File: src/rtl/counter_sched_pkg.sv
// Shared constants and FSM state type for the counter scheduler slice.
package counter_sched_pkg;

    localparam int CNT_W       = 10;
    localparam int NUM_REQ_MAX = 8;

    typedef enum logic [1:0] {
        ST_IDLE  = 2'd0,
        ST_CLEAR = 2'd1,
        ST_RUN   = 2'd2,
        ST_DONE  = 2'd3
    } state_t;

endpackage

File: src/rtl/rr_arbiter.sv
// Combinational round-robin pick: first set request at or after ptr, wrapping.
module rr_arbiter #(
    parameter int NUM_REQ = 4,
    parameter int PTR_W   = 2
) (
    input  logic [NUM_REQ-1:0] req,
    input  logic [PTR_W-1:0]   ptr,
    output logic [NUM_REQ-1:0] gnt_next
);

    logic [NUM_REQ-1:0] w_rot;
    logic [NUM_REQ-1:0] w_pick;
    logic [PTR_W-1:0]   w_idx;

    // Rotate so ptr lands on bit 0, isolate lowest set bit, rotate back.
    always_comb begin
        w_rot    = '0;
        gnt_next = '0;
        w_idx    = '0;
        for (int unsigned j = 0; j < NUM_REQ; j++) begin
            w_idx    = PTR_W'((j + 32'(ptr)) % NUM_REQ);
            w_rot[j] = req[w_idx];
        end
        w_pick = w_rot & (~w_rot + NUM_REQ'(1));
        for (int unsigned j = 0; j < NUM_REQ; j++) begin
            w_idx           = PTR_W'((j + 32'(ptr)) % NUM_REQ);
            gnt_next[w_idx] = w_pick[j];
        end
    end

endmodule

File: src/rtl/counter_scheduler.sv
// Time-shares one external up-counter among NUM_REQ requesters, round-robin,
// clearing and enabling it until each owner's latched terminal count.
module counter_scheduler #(
    parameter int NUM_REQ = 4,
    parameter int CNT_W   = counter_sched_pkg::CNT_W
) (
    input  logic                     clk,
    input  logic                     reset,
    input  logic [NUM_REQ-1:0]       req,
    input  logic [NUM_REQ*CNT_W-1:0] req_len,
    output logic [NUM_REQ-1:0]       grant,
    output logic [NUM_REQ-1:0]       done,
    output logic                     busy,
    output logic                     cnt_clear,
    output logic                     cnt_en,
    input  logic [CNT_W-1:0]         cnt_value
);
    import counter_sched_pkg::*;

    localparam int PTR_W = (NUM_REQ > 1) ? $clog2(NUM_REQ) : 1;

    state_t             r_state;
    logic [NUM_REQ-1:0] r_grant;
    logic [NUM_REQ-1:0] r_done;
    logic [CNT_W-1:0]   r_len;
    logic [PTR_W-1:0]   r_ptr;
    logic               r_busy;
    logic               r_clear;

    logic [NUM_REQ-1:0] w_gnt_next;
    logic [CNT_W-1:0]   w_len_next;
    logic [PTR_W-1:0]   w_ptr_next;
    logic               w_owner_req;
    logic               w_at_term;

    rr_arbiter #(
        .NUM_REQ (NUM_REQ),
        .PTR_W   (PTR_W)
    ) u_arb (
        .req      (req),
        .ptr      (r_ptr),
        .gnt_next (w_gnt_next)
    );

    always_comb begin
        w_len_next = '0;
        w_ptr_next = '0;
        for (int unsigned i = 0; i < NUM_REQ; i++) begin
            if (w_gnt_next[i]) w_len_next = req_len[i*CNT_W +: CNT_W];
            if (r_grant[i])    w_ptr_next = (i == NUM_REQ - 1) ? '0 : PTR_W'(i + 1);
        end
    end

    assign w_owner_req = |(req & r_grant);
    assign w_at_term   = (cnt_value == r_len);

    always_ff @(posedge clk or negedge reset) begin
        if (!reset) begin
            r_state <= ST_IDLE;
            r_grant <= '0;
            r_done  <= '0;
            r_len   <= '0;
            r_ptr   <= '0;
            r_busy  <= 1'b0;
            r_clear <= 1'b0;
        end else begin
            case (r_state)
                ST_IDLE: begin
                    if (|req) begin
                        r_grant <= w_gnt_next;
                        r_len   <= w_len_next;
                        r_busy  <= 1'b1;
                        r_clear <= 1'b1;
                        r_state <= ST_CLEAR;
                    end
                end
                ST_CLEAR: begin
                    r_clear <= 1'b0;
                    if (!w_owner_req) begin
                        r_grant <= '0;
                        r_busy  <= 1'b0;
                        r_ptr   <= w_ptr_next;
                        r_state <= ST_IDLE;
                    end else begin
                        r_state <= ST_RUN;
                    end
                end
                ST_RUN: begin
                    if (!w_owner_req) begin
                        r_grant <= '0;
                        r_busy  <= 1'b0;
                        r_ptr   <= w_ptr_next;
                        r_state <= ST_IDLE;
                    end else if (w_at_term) begin
                        r_done  <= r_grant;
                        r_state <= ST_DONE;
                    end
                end
                ST_DONE: begin
                    r_done  <= '0;
                    r_grant <= '0;
                    r_busy  <= 1'b0;
                    r_ptr   <= w_ptr_next;
                    r_state <= ST_IDLE;
                end
                default: r_state <= ST_IDLE;
            endcase
        end
    end

    // Enable is gated live so an owner dropping req stops the count that cycle.
    assign cnt_en    = (r_state == ST_RUN) && !w_at_term && w_owner_req;
    assign grant     = r_grant;
    assign done      = r_done;
    assign busy      = r_busy;
    assign cnt_clear = r_clear;

endmodule

File: config.mk
export PLATFORM = sky130hd
export DESIGN_NAME = counter_scheduler
export DESIGN_NICKNAME = d
export VERILOG_FILES = /design/src/rtl/counter_sched_pkg.sv /design/src/rtl/rr_arbiter.sv /design/src/rtl/counter_scheduler.sv
export SDC_FILE = /design/constraint.sdc
export NUM_CORES = 1
export LEC_CHECK = 0
export ABC_CLOCK_PERIOD_IN_PS = 3000
export BUFFER_PORTS_ARGS = -buffer_cell sky130_fd_sc_hd__buf_2
export CAP_MARGIN = 5
export CORE_MARGIN = 2
export CORE_UTILIZATION = 45
export DETAILED_ROUTE_END_ITERATION = 16
export PLACE_DENSITY = 0.69
export SYNTH_ARGS = -nofsm -noshare
export SYNTH_HDL_FRONTEND = slang
export SYNTH_SLANG_ARGS = --single-unit
File: constraint.sdc
create_clock -name clk -period 3 [get_ports clk]
set_input_delay 0.9 -clock clk [delete_from_list [all_inputs] [get_ports clk]]
set_output_delay 0.9 -clock clk [all_outputs]
set_load 0.02 [all_outputs]
Word level (Yosys, flattened, before mapping)
Index checks and enable logic that the tools add are counted.
{"block": "totals", "reg_bits": 24, "input_bits": 56, "output_inout_bits": 11, "elab_cells": 96}
{"block": "classes", "add_sub_neg": 4, "n_lt_le_gt_ge": 8, "eq_ne": 9, "n_mux": 44, "bitwise_logic": 4, "n_reduce_logical": 20}
{"operator": "10-bit two-way mux", "count": 4}
{"operator": "2-bit two-way mux", "count": 8}
{"operator": "4-bit two-way mux", "count": 4}
{"operator": "4-bit AND", "count": 3}
{"operator": "4-bit bitwise mux", "count": 3}
{"operator": "2-bit by 3-bit < comparator with 1-bit output (second input constant)", "count": 4}
{"operator": "4-bit case mux with 3 select lines", "count": 1}
{"operator": "1-bit two-way mux", "count": 11}
{"operator": "10-bit == test", "count": 1}
{"operator": "2-bit AND reduction", "count": 5}
{"operator": "1-bit binary-select mux with 2-bit select", "count": 4}
{"operator": "1-bit demux with 2-bit select", "count": 4}
{"operator": "2-bit by 1-bit greater-or-equal comparator with 1-bit output (second input constant)", "count": 4}
{"operator": "2-bit != test (second input constant)", "count": 4}
{"operator": "2-bit case mux with 4 select lines", "count": 1}
{"operator": "4-bit case mux with 2 select lines", "count": 1}
{"operator": "4-bit OR reduction", "count": 2}
{"operator": "1-bit logical AND", "count": 6}
{"operator": "2-bit nonzero test", "count": 3}
{"operator": "2-bit adder (first input constant)", "count": 2}
{"operator": "4-bit by 1-bit adder with 4-bit output (second input constant)", "count": 1}
{"operator": "2-bit == test (second input constant)", "count": 2}
{"operator": "4-bit inverter", "count": 1}
{"operator": "2-bit case mux with 2 select lines", "count": 1}
{"operator": "other kinds (9)", "count": 9}

Logic depth before layout (Yosys ltp)
Gate-level depths: netlist (run 1).
{"block": "depth", "word_depth": 14, "depth_mapped": 10, "mapped_depth_nobuf": 8}

By module
Synthesis (run 1) repeated with hierarchy kept, for this count alone.
{"block": "unflattened", "hier_cells": 213, "area_unflattened_um2": 1876.8}
{"mod": "counter_scheduler", "n_inst": 1, "cells_per_inst": 175, "area_per_inst_um2": 1498.9, "seq_area_each_um2": 600.6}
{"mod": "rr_arbiter", "n_inst": 1, "cells_per_inst": 38, "area_per_inst_um2": 377.9, "seq_area_each_um2": 0.0}

Worst setup path after synthesis (run 1)
Ideal clock, no wire load.
{"block": "synth_timing", "path_type": "input -> register", "from": "input port req[2]", "to": "register r_len[0]", "setup_ps": 126, "t_arrival_ps": 2640, "required_ps": 2874, "setup_slack_ps": 234, "stages": 7, "path_buffers": 1, "cell_sequence": "mux4_2 -> or4b_1 -> a31oi_1 -> or2_2 -> buf_6 -> o31ai_1 -> a221o_1"}
{"block": "synth_via", "elab_chain_cells": 13, "word_cells_on_any_way": 21, "cone_classes": "add/sub: 1; mux: 15; bitwise: 3; reduce/logical: 2"}
{"item": "from (decl)", "line_no": "counter_scheduler.sv:9", "rtl": "input logic [NUM_REQ-1:0] req,"}
{"item": "1-bit binary-select mux with 2-bit select", "line_no": "rr_arbiter.sv:22", "rtl": "w_rot[j] = req[w_idx];"}
{"item": "1-bit two-way mux (not written as such)", "line_no": "rr_arbiter.sv:22"}
{"item": "4-bit inverter", "line_no": "rr_arbiter.sv:24", "rtl": "w_pick = w_rot & (~w_rot + NUM_REQ'(1));"}
{"item": "4-bit by 1-bit adder with 4-bit output", "line_no": "rr_arbiter.sv:24"}
{"item": "4-bit AND", "line_no": "rr_arbiter.sv:24"}
{"item": "4-bit AND (no source line)"}
{"item": "4-bit bitwise mux (3 in series)", "line_no": "rr_arbiter.sv:27", "rtl": "gnt_next[w_idx] = w_pick[j];"}
{"item": "10-bit two-way mux (4 in series)", "line_no": "counter_scheduler.sv:49", "rtl": "if (w_gnt_next[i]) w_len_next = req_len[i*CNT_W +: CNT_W];"}
{"item": "to (signal assigned)", "line_no": "counter_scheduler.sv:71", "rtl": "r_len <= w_len_next;"}
{"item": "to (decl)", "line_no": "counter_scheduler.sv:25", "rtl": "logic [CNT_W-1:0] r_len;"}
Parallel ways exist; a longest one is shown, timed or not. The select of a mux whose other input is x is not followed.
A chain may end at the register's enable or synchronous reset.

Final worst setup path (run 1)
{"block": "layout_timing", "from": "input port cnt_value[8]", "to": "output port cnt_en"}
{"block": "layout_via", "elab_chain_cells": 4}
{"item": "from (decl)", "line_no": "counter_scheduler.sv:16", "rtl": "input logic [CNT_W-1:0] cnt_value"}
{"item": "10-bit == test", "line_no": "counter_scheduler.sv:55", "rtl": "assign w_at_term = (cnt_value == r_len);"}
{"item": "1-bit zero test", "line_no": "counter_scheduler.sv:112", "rtl": "assign cnt_en = (r_state == ST_RUN) && !w_at_term && w_owner_req;"}
{"item": "1-bit logical AND (2 in series)", "line_no": "counter_scheduler.sv:112"}
{"item": "to (decl)", "line_no": "counter_scheduler.sv:15", "rtl": "output logic cnt_en,"}
No other way between the ends.

==> flow_summary.json, run 1 <==
{
  "final.period_utilization_pct": 97.7,
  "numClockSinks": 24,
  "rrSetupSlack_ns": 0.20,
  "vias": 2000,
  "ir_worst_vdd_v": 0.000330,
  "cp_common_cell": "buf_2",
  "cts_buffer_depth": 2,
  "wl_per_cell_um": 14.6,
  "nets": 375,
  "grt_pass1_vias": 1980,
  "fmax_mhz": 341,
  "start_util_pct": 45.9,
  "routed_wl_um": 5220,
  "htree_levels": 1,
  "post_route_cells_drive_above_1_share_pct": 33.0,
  "numPortBuffers": 66,
  "min_from": "busy",
  "rsz0062_at_grt": "false",
  "placedCellCount": 354,
  "io_pins": 67,
  "p_seq_share_pct": 27.0,
  "p_leak_nw": 1.25,
  "cts_resized": 0,
  "synthCells": 226,
  "holdWs_ns": 0.483,
  "drc": 0,
  "synth-edff-count": 0,
  "rows": 24,
  "path_buf_inv": 2,
  "cp_data_arrival_time_ns": 2.03,
  "power.density_nw_per_um2": 731,
  "intPower_mw": 1.04,
  "slowest_stage": "nor4_1",
  "avgViaCountPerCell": 5.59,
  "ys_warn_count": 0,
  "reg2reg_to": "r_len[8]",
  "synth_area_um2": 1970,
  "clk_latency_ns": 0.27,
  "drt-initial-drc-count": 133,
  "p_switching_mw": 0.808,
  "cts_buffers": 3,
  "n_antenna_cell": 0,
  "p_sw_share_pct": 43.7,
  "hold_buffers": 0,
  "async_reset_ff_share_pct": 100,
  "worst_ep_required_time_ns": 2.10,
  "relSlewSlack_pct": 59.9,
  "hold_end": "busy",
  "slew_violations": 0,
  "ys_types": 39,
  "status": "complete, no violations",
  "cp_top_family": "simple AND/OR/NAND/NOR gates",
  "synth_seq_cells": 24,
  "power_frac_clock_pct": 12.1,
  "dpl.hpwl_um": 4110,
  "die_w_um": 70.2,
  "crit_type": "in2out",
  "hold_path.class": "reg2reg",
  "cts_setup_buffers": 0,
  "grt_pass1_wl_um": 8970,
  "avgSynthCellArea_um2": 8.73,
  "clkTransAtPathRegs_ns": 0.09,
  "power_mw": 1.85,
  "syn_nets": 294,
  "cts_root_buf": "clkbuf_8",
  "area_delta_synth_final_pct": 28.4,
  "drv_cap": 0,
  "skew_ns": 0.00194,
  "die_h_um": 70.2,
  "synth_flop_cell": "dfrtp_1",
  "grt_max_degree": 25,
  "fin_util_pct": 59.0,
  "drtPass1Iterations": 4,
  "path_cells": "buf_2 > xor2_1 > nor4_1 > nand4_1 > nor2b_1 > buf_2",
  "stdcell_count": 358,
  "drtAntennaViolNets": 0,
  "antenna_found_initial": 0,
  "cts_tree": "done",
  "fin_crit_ns": 2.93,
  "hold_viol": 0,
  "ys_seq_area_share_pct": 30.4,
  "crit_path_max_fanout": 3,
  "fillers": 394,
  "hold_path_depth": 2,
  "r2r-start": "r_ptr[0]",
  "cp-start-kind": "input port",
  "setup_viol": 0,
  "worst_pin_slew_ns": 0.596,
  "grt-ovfl-total": 0,
  "grtUsageTotal_pct": 22.3,
  "fp.coreArea_um2": 4290,
  "cp-end-kind": "primary output",
  "die_area_um2": 4930,
  "gp_congestion": 0.877,
  "r2r_cells": 8,
  "slowest_delay_ns": 0.32,
  "combPwrFrac_pct": 60.8
}
==> kinds of logic after synthesis <==
family                     Yosys count  share of synthesized area, %
buffers and inverters               29                          6.47
xor gates and xnor gates            10                          4.44
AOI/OAI and AO/OA                   64                          22.4
adders and majority gates           12                          7.61
and+or+nand+nor                     74                          19.3
DFF                                 24                          30.4
muxes                               13                          9.32
==> state kept, by name (all words and copies together), names as in the netlist <==
signal     flops
busy           1
done           4
r_state        2
grant          4
cnt_clear      1
r_len         10
r_ptr          2
==> power by group through the flow <==
stage          registers, mW  clock network [mW]  logic (mW)
3_3_place_gp           0.504                   0        1.11
2_1_floorplan          0.531                   0       0.752
5_1_grt                0.517               0.241        1.25
3_5_place_dp           0.507                   0        1.13
6_report               0.500               0.225        1.13
4_1_cts                0.501               0.233        1.13
==> metrics by stage <==
stage / setup TNS, ns / worst slack [ns] / area [um2]
floorplan: 0 / 0.234 / 1970
global placement: -0.636 / -0.108 / 2480
detailed placement: -0.946 / -0.151 / 2480
CTS: 0 / 0.0549 / 2530
global route: 0 / 0.0205 / 2530
finish: 0 / 0.0705 / 2530
==> layout make-up <==
class | instances | area [um2] | area share (%)
clock buffer | 4 | 55.1 | 2.17
inverter | 18 | 67.6 | 2.67
multi-input combinational | 173 | 1240 | 49.1
sequential | 24 | 601 | 23.7
tap | 52 | 65.1 | 2.57
timing repair buffer | 87 | 500 | 19.8
==> routing by layer <==
metal / vias to the layer above / wire length (um) / global-route usage [%] / part of all wire, %
met5: - / 0 / 0 / 0
met4: 0 / 39 / 5.34 / 0.75
met3: 6 / 341 / 3.90 / 6.5
met2: 79 / 2490 / 38.2 / 48
met1: 931 / 2350 / 29.4 / 45
li1: 984 / - / - / -
==> worst register-to-register path, cell delays in order (launching register included) <==
cell     delay (ns)
dfrtp_1        0.36
inv_1          0.09
ha_1           0.38
mux4_2         0.33
or4b_1         0.53
a31oi_1        0.22
or2_2          0.32
o31ai_1        0.12
a221o_1        0.35
==> Yosys cell counts (2+ instances only) <==
cell type	n	area share (%)
a21oi_1	2	0.51
a221o_1	11	5.6
a22oi_1	2	0.76
and3_1	3	0.95
buf_2	3	0.76
buf_6	2	1.1
clkbuf_1	6	1.1
dfrtp_1	24	30
ha_1	12	7.6
inv_1	18	3.4
mux2_2	3	1.7
mux2i_1	6	3.0
mux4_2	4	4.6
nand2_1	30	5.7
nand3_1	10	2.5
nand4_1	3	0.95
nand4b_1	2	0.89
nor2_1	7	1.3
nor2b_1	7	2.2
nor3_1	2	0.51
nor4_1	3	0.95
o21ai_0	28	7.1
o311a_1	2	1.0
o31ai_1	12	4.6
or2_2	2	0.63
xnor2_1	2	0.89
xor2_1	8	3.6
==> worst max-delay path by stage <==
| stage | from | to | slack [ns] | cells past startpoint |
|---|---|---|---|---|
| after floorplan | req[2] | r_len[0] | 0.23 | 7 |
| after detailed placement | req[2] | r_len[8] | -0.15 | 7 |
| after global placement | req[2] | r_len[8] | -0.11 | 7 |
| final | cnt_value[8] | cnt_en | 0.07 | 6 |
| after global routing | cnt_value[5] | cnt_en | 0.02 | 6 |
| after CTS | cnt_value[8] | cnt_en | 0.05 | 6 |
==> cells in the final DEF, fill, tap and decap left out, types with 4 or more instances in the layout <==
| cell type | netlist | layout |
|---|---|---|
| o21ai_0 | 28 | 28 |
| nor2b_1 | 7 | 7 |
| a221o_1 | 11 | 11 |
| mux4_2 | 4 | 4 |
| mux2i_1 | 6 | 6 |
| clkbuf_8 | 0 | 4 |
| dfrtp_1 | 24 | 24 |
| buf_4 | 0 | 20 |
| nor2_1 | 7 | 7 |
| nand3_1 | 10 | 10 |
| xor2_1 | 8 | 8 |
| o31ai_1 | 12 | 12 |
| inv_1 | 18 | 18 |
| nand2_1 | 30 | 30 |
| buf_2 | 3 | 66 |
| ha_1 | 12 | 12 |
No activity file was read; power rests on OpenSTA's default activity.
==> run 2: changes to the inputs <==
--- a/config.mk
+++ b/config.mk
@@ -5,13 +5,14 @@
 export SDC_FILE = /design/constraint.sdc
 export NUM_CORES = 1
 export LEC_CHECK = 0
+export ABC_AREA = 1
 export ABC_CLOCK_PERIOD_IN_PS = 3000
 export BUFFER_PORTS_ARGS = -buffer_cell sky130_fd_sc_hd__buf_2
 export CAP_MARGIN = 5
 export CORE_MARGIN = 2
 export CORE_UTILIZATION = 45
 export DETAILED_ROUTE_END_ITERATION = 16
-export PLACE_DENSITY = 0.69
+export PLACE_DENSITY = 0.67
 export SYNTH_ARGS = -nofsm -noshare
 export SYNTH_HDL_FRONTEND = slang
 export SYNTH_SLANG_ARGS = --single-unit
==> run 2 against run 1 <==
  * Combinational power is 55% higher
  * Fmax is 2.9% higher
  * Die area is 15% higher
  * Synthesized area is 16% higher
  * Register-to-register slack better by 0.19 ns
  * First-iteration DRC count is 12% lower
  * Via count is 17% higher
  * Worst setup slack better by 0.084 ns
  * Clock-buffer cell count is 1 lower
  * Critical path type unchanged
  * Critical endpoint unchanged
==> flow_summary.json, run 2 <==
{
  "drc": 0,
  "hold_path_depth": 2,
  "fillers": 502,
  "die_w_um": 75.2,
  "slowest_delay_ns": 0.23,
  "worstSetupPathDepth": 8,
  "grt_pass1_vias": 2065,
  "rows": 25,
  "die_h_um": 75.2,
  "synth_compound_area_share_pct": 8.28,
  "start_util_pct": 47.4,
  "ys_seq_area_share_pct": 26.3,
  "slowest_stage": "o21ai_0",
  "n_antenna_cell": 0,
  "worst_pin_slew_ns": 0.545,
  "totalNegativeSetupSlack_ns": 0,
  "r2r_cells": 13,
  "fmax_mhz": 351,
  "synth_area_leaders": "dfrtp_1 (26%), nand2_1 (20%), inv_1 (11%), nand3_1 (7.2%), ha_1 (6.6%)",
  "ys_types": 35,
  "yosys.area_share.simple_pct": 41.2,
  "area_delta_synth_final_pct": 19.1,
  "regMostFlops": "r_len",
  "drtPass1Iterations": 5,
  "holdWs_ns": 0.500,
  "hold_viol": 0,
  "routed_wl_um": 5350,
  "syn_nets": 433,
  "synth-edff-count": 0,
  "p_leak_nw": 1.68,
  "async_reset_ff_share_pct": 100,
  "cp_data_arrival_time_ns": 1.95,
  "power_mw": 2.58,
  "fp.coreArea_um2": 4820,
  "largest_reg_flops": 10,
  "placed_cell_area_um2": 2650,
  "cp-end-kind": "primary output",
  "crit_type": "in2out",
  "cts_buffers": 3,
  "synth_seq_cells": 24,
  "crit_path_max_fanout": 2,
  "seq_area_um2": 601,
  "skew_ns": 0.0100,
  "grtUsageTotal_pct": 19.9,
  "synthTopCellsByCount": "nand2_1 (122), inv_1 (67), nand3_1 (33)",
  "synthXorXnorAreaFrac_pct": 2.69,
  "clkTransAtPathRegs_ns": 0.09,
  "final_cell_mix": "nand2_1 (122), inv_1 (67), buf_2 (66), nand3_1 (33)",
  "clk_latency_ns": 0.27,
  "grt_max_degree": 25,
  "slew_violations": 0,
  "multi_input_area_um2": 1340,
  "drt-initial-drc-count": 117,
  "grt_pass1_wl_um": 8940,
  "cts_resized": 0,
  "fin_crit_ns": 2.85,
  "antenna_found_initial": 0,
  "numPortBuffers": 66,
  "die_area_um2": 5660,
  "cp-start-kind": "input port",
  "synth_top_cell_by_area": "dfrtp_1",
  "status": "complete, no violations",
  "post_route_cells_drive_above_1_share_pct": 23.4,
  "power.density_nw_per_um2": 948,
  "grt-ovfl-total": 0,
  "final.period_utilization_pct": 94.9,
  "synth_flop_cell": "dfrtp_1",
  "path_cells": "buf_2 > xnor2_1 > o21ai_0 > nor3_1 > nand4_1 > o21ai_0 > inv_1 > buf_2",
  "io_pins": 67,
  "synth_top_family_by_area": "simple AND/OR/NAND/NOR gates",
  "cts_root_buf": "clkbuf_8",
  "drtAntennaViolNets": 0,
  "cts_setup_buffers": 0,
  "cp_top_family": "buffers and inverters",
  "numClockSinks": 24,
  "rsz0062_at_grt": "false",
  "wl_per_cell_um": 10.8,
  "layout_commonest_cell": "nand2_1",
  "fin_area_um2": 2720,
  "synthMuxAreaShare_pct": 0,
  "synthCells": 365,
  "vias": 2330,
  "hold_path.class": "reg2reg",
  "yosysMostFrequentCell": "nand2_1",
  "ys_warn_count": 0,
  "hold_buffers": 0,
  "worst_ep_required_time_ns": 2.10,
  "avgSynthCellArea_um2": 6.25,
  "preCtsSetupSlack_ns": 0.109,
  "cts_buffer_depth": 2,
  "avgViaCountPerCell": 4.71,
  "synth_area_um2": 2280,
  "drv_cap": 0,
  "yosys.area_share.adder_pct": 6.58,
  "path_buf_inv": 3,
  "ir_worst_vdd_v": 0.000541,
  "rrSetupSlack_ns": 0.39,
  "dpl.hpwl_um": 4200,
  "setup_viol": 0,
  "gp_congestion": 0.835,
  "synth_top_cell_area_share_pct": 26.3,
  "timing.final.ws_setup_ns": 0.154,
  "nets": 497,
  "cts_tree": "done",
  "htree_levels": 1,
  "relSlewSlack_pct": 63.6
}
## run 2: changes by cell type after synthesis, sizes merged, moves of 4 or more
cell / previous run / this run
a221o: 11 / 0
xor2: 8 / 2
mux2i: 6 / 0
a21oi: 2 / 14
nor2b: 7 / 0
o21ai: 28 / 11
o31ai: 12 / 0
inv: 18 / 68
clkbuf: 6 / 2
nand2: 30 / 129
nor2: 7 / 35
mux4: 4 / 0
buf: 5 / 9
nand3: 10 / 36
## run 2: where the power goes
group,internal (mW),switching (mW)
sequential,0.449,0.0983
combinational,0.603,1.14
clock,0.178,0.106
total,1.23,1.35
## run 2: routing by layer
| metal | GRT usage, % | up-vias | part of all wire, % |
|---|---|---|---|
| met5 | 0 | - | 0 |
| met1 | 28.2 | 1018 | 49 |
| li1 | - | 1246 | - |
| met2 | 32.8 | 60 | 46 |
| met4 | 5.85 | 0 | 1.1 |
| met3 | 1.07 | 6 | 3.6 |
## run 2: layout make-up
type / instances / area share (%)
clock inverters: 1 / 1.10
repair buffers: 70 / 13.3
inverters: 69 / 9.58
flip-flops and latches: 24 / 22.1
well taps: 67 / 3.08
multi-input cells: 261 / 49.4
clock buffers: 3 / 1.52
## run 2: logic make-up after synthesis
kind of cell / count (synthesis)
AOI/OAI and AO/OA: 33
xor gates and xnor gates: 7
adders and majority gates: 12
buffers and inverters: 80
DFF: 24
and+or+nand+nor: 209
## run 2: worst paths after layout
path                         startpoint        to
min in group asynchronous         reset   done[1]
hold / removal                     busy      busy
hold reg to reg                    busy      busy
setup / recovery           cnt_value[1]    cnt_en
setup reg to reg               r_ptr[1]  r_len[2]
max in group asynchronous         reset  r_len[5]
## run 2: per-stage QoR
stage | utilization, % | cells
final | 56.4 | 495
after CTS | 56.4 | 495
after global placement | 54.9 | 491
after detailed placement | 54.9 | 491
after floorplan | - | 365
after global routing | 56.4 | 495
## run 2: worst reg2reg max path: cells and delay by family (launching register included)
family,cells,cell delay [ns]
and+or+nand+nor,10,1.38
adders and majority gates,1,0.36
buffers and inverters,2,0.30
DFF,1,0.51
==> run 3: changes to the inputs <==
--- a/config.mk
+++ b/config.mk
@@ -10,9 +10,9 @@
 export BUFFER_PORTS_ARGS = -buffer_cell sky130_fd_sc_hd__buf_2
 export CAP_MARGIN = 5
 export CORE_MARGIN = 2
-export CORE_UTILIZATION = 45
+export CORE_UTILIZATION = 53
 export DETAILED_ROUTE_END_ITERATION = 16
-export PLACE_DENSITY = 0.67
+export PLACE_DENSITY = 0.78
 export SYNTH_ARGS = -nofsm -noshare
 export SYNTH_HDL_FRONTEND = slang
 export SYNTH_SLANG_ARGS = --single-unit
==> run 3 against run 2 <==
  * Flip-flop and latch count unchanged
  * First-iteration DRC count increased by 32%
  * Sequential share of layout area increased by 0.31 points
  * Critical path depth unchanged
  * Global-route usage increased by 2.4 points
  * Die area decreased by 14%
  * Fmax increased by 1.4%
  * Worst setup slack improved by 0.038 ns
  * Register-to-register slack improved by 0.05 ns
==> flow_summary.json, run 3 (synthesis gave the netlist of run 2 again) <==
{
  "fp.coreArea_um2": 4090,
  "regMostFlops": "r_len",
  "final_cell_mix": "nand2_1 (122), inv_1 (67), buf_2 (66), nand3_1 (33)",
  "cts_buffers": 3,
  "final.period_utilization_pct": 93.6,
  "p_seq_share_pct": 21.8,
  "die_area_um2": 4850,
  "worst_ep_required_time_ns": 2.10,
  "cts_tree": "done",
  "grt_max_degree": 25,
  "drtPass1Iterations": 5,
  "rows": 23,
  "p_sw_share_pct": 53.5,
  "grt-ovfl-total": 0,
  "drv_cap": 0,
  "drtAntennaViolNets": 0,
  "antenna_found_initial": 0,
  "clk_latency_ns": 0.27,
  "cts_buffer_depth": 2,
  "seq_area_um2": 601,
  "wl_per_cell_um": 11.1,
  "totalNegativeSetupSlack_ns": 0,
  "hold_buffers": 0,
  "cp_data_arrival_time_ns": 1.91,
  "power.density_nw_per_um2": 938,
  "area_delta_synth_final_pct": 17.4,
  "gp_congestion": 0.845,
  "intPower_mw": 1.17,
  "vias": 2358,
  "placed_cell_area_um2": 2630,
  "power_frac_clock_pct": 8.6,
  "setup_viol": 0,
  "multi_input_area_um2": 1340,
  "cts_setup_buffers": 0,
  "drc": 0,
  "drt-initial-drc-count": 155,
  "fin_crit_ns": 2.81,
  "stdcell_count": 478,
  "start_util_pct": 55.8,
  "grtUsageTotal_pct": 22.3,
  "io_pins": 67,
  "grt_pass1_wl_um": 9160,
  "fillers": 388,
  "dpl.hpwl_um": 4180,
  "cp-start-kind": "input port",
  "cts_root_buf": "clkbuf_8",
  "avgViaCountPerCell": 4.93,
  "p_switching_mw": 1.34,
  "rsz0062_at_grt": "false",
  "p_leak_nw": 1.67,
  "cts_resized": 0,
  "clkTransAtPathRegs_ns": 0.08,
  "die_w_um": 69.6,
  "combPwrFrac_pct": 69.6,
  "n_antenna_cell": 0,
  "largest_reg_flops": 10,
  "hold_viol": 0,
  "placedCellCount": 474,
  "relSlewSlack_pct": 63.0,
  "layout_commonest_cell": "nand2_1",
  "hold_path.class": "reg2reg",
  "ir_worst_vdd_v": 0.000564,
  "crit_type": "in2out",
  "worst_pin_slew_ns": 0.554,
  "fin_area_um2": 2680,
  "numClockSinks": 24,
  "htree_levels": 1,
  "nets": 497,
  "cp-end-kind": "primary output",
  "routed_wl_um": 5310,
  "crit_path_max_fanout": 2,
  "die_h_um": 69.6,
  "post_route_cells_drive_above_1_share_pct": 23.4,
  "slew_violations": 0,
  "fmax_mhz": 356,
  "numPortBuffers": 66,
  "status": "complete, no violations",
  "skew_ns": 0.000922,
  "grt_pass1_vias": 2200
}
## run 3: changes by cell type in the layout (fill, tap and decap cells not counted)
| cell | before | now |
|---|---|---|
| o21ai_1 | 2 | 3 |
| o21ai_0 | 9 | 8 |
| clkbuf_8 | 3 | 4 |
| bufinv_16 | 1 | 0 |
## run 3: power by group through the flow
stage                     Clock, mW  Combinational [mW]  Sequential (mW)
after floorplan                   0                1.40            0.572
after global placement            0                1.69            0.552
after detailed placement          0                1.73            0.551
after CTS                     0.218                1.74            0.547
after global routing          0.231                2.00            0.563
final                         0.217                1.75            0.548
## run 3: per-stage QoR
step | hold WS, ns | worst slack, ns | utilization, % | power (mW)
floorplan | 0.463 | 0.457 | - | 1.97
global placement | 0.485 | 0.163 | 64.2 | 2.24
detailed placement | 0.492 | 0.107 | 64.2 | 2.28
CTS | 0.509 | 0.107 | 65.6 | 2.51
global route | 0.535 | 0.0528 | 65.6 | 2.80
finish | 0.506 | 0.192 | 65.6 | 2.51
## run 3: worst max-delay path: stages
cell	delay, ns
buf_2	0.10
xnor2_1	0.12
o21ai_0	0.10
nor3_1	0.16
nand4_1	0.14
o21ai_1	0.19
inv_1	0.05
buf_2	0.15
## run 3: cell type report
cell class | instances | area share [%]
Sequential cell | 24 | 22.4
Inverter | 69 | 9.71
Timing Repair Buffer | 70 | 13.4
Clock buffer | 4 | 2.05
Tap cell | 50 | 2.33
Multi-Input combinational cell | 261 | 50.0
## run 3: worst paths after layout
path,from,to,slack [ns],cells past startpoint
worst max-delay path,cnt_value[1],cnt_en,0.19,8
min in group asynchronous,reset,done[0],0.59,1
worst min register to register,r_len[3],r_len[3],0.51,2
worst max register to register,r_ptr[1],r_len[3],0.44,13
max in group asynchronous,reset,r_state[1],2.07,1
worst min-delay path,r_len[3],r_len[3],0.51,2
## run 3: routing by layer
layer / GRT usage, % / up-vias / part of all wire (%)
met5: 0 / - / 0
met4: 5.98 / 0 / 1.0
met3: 1.02 / 5 / 3.7
met2: 40.6 / 55 / 48
met1: 28.7 / 1050 / 47
li1: - / 1248 / -
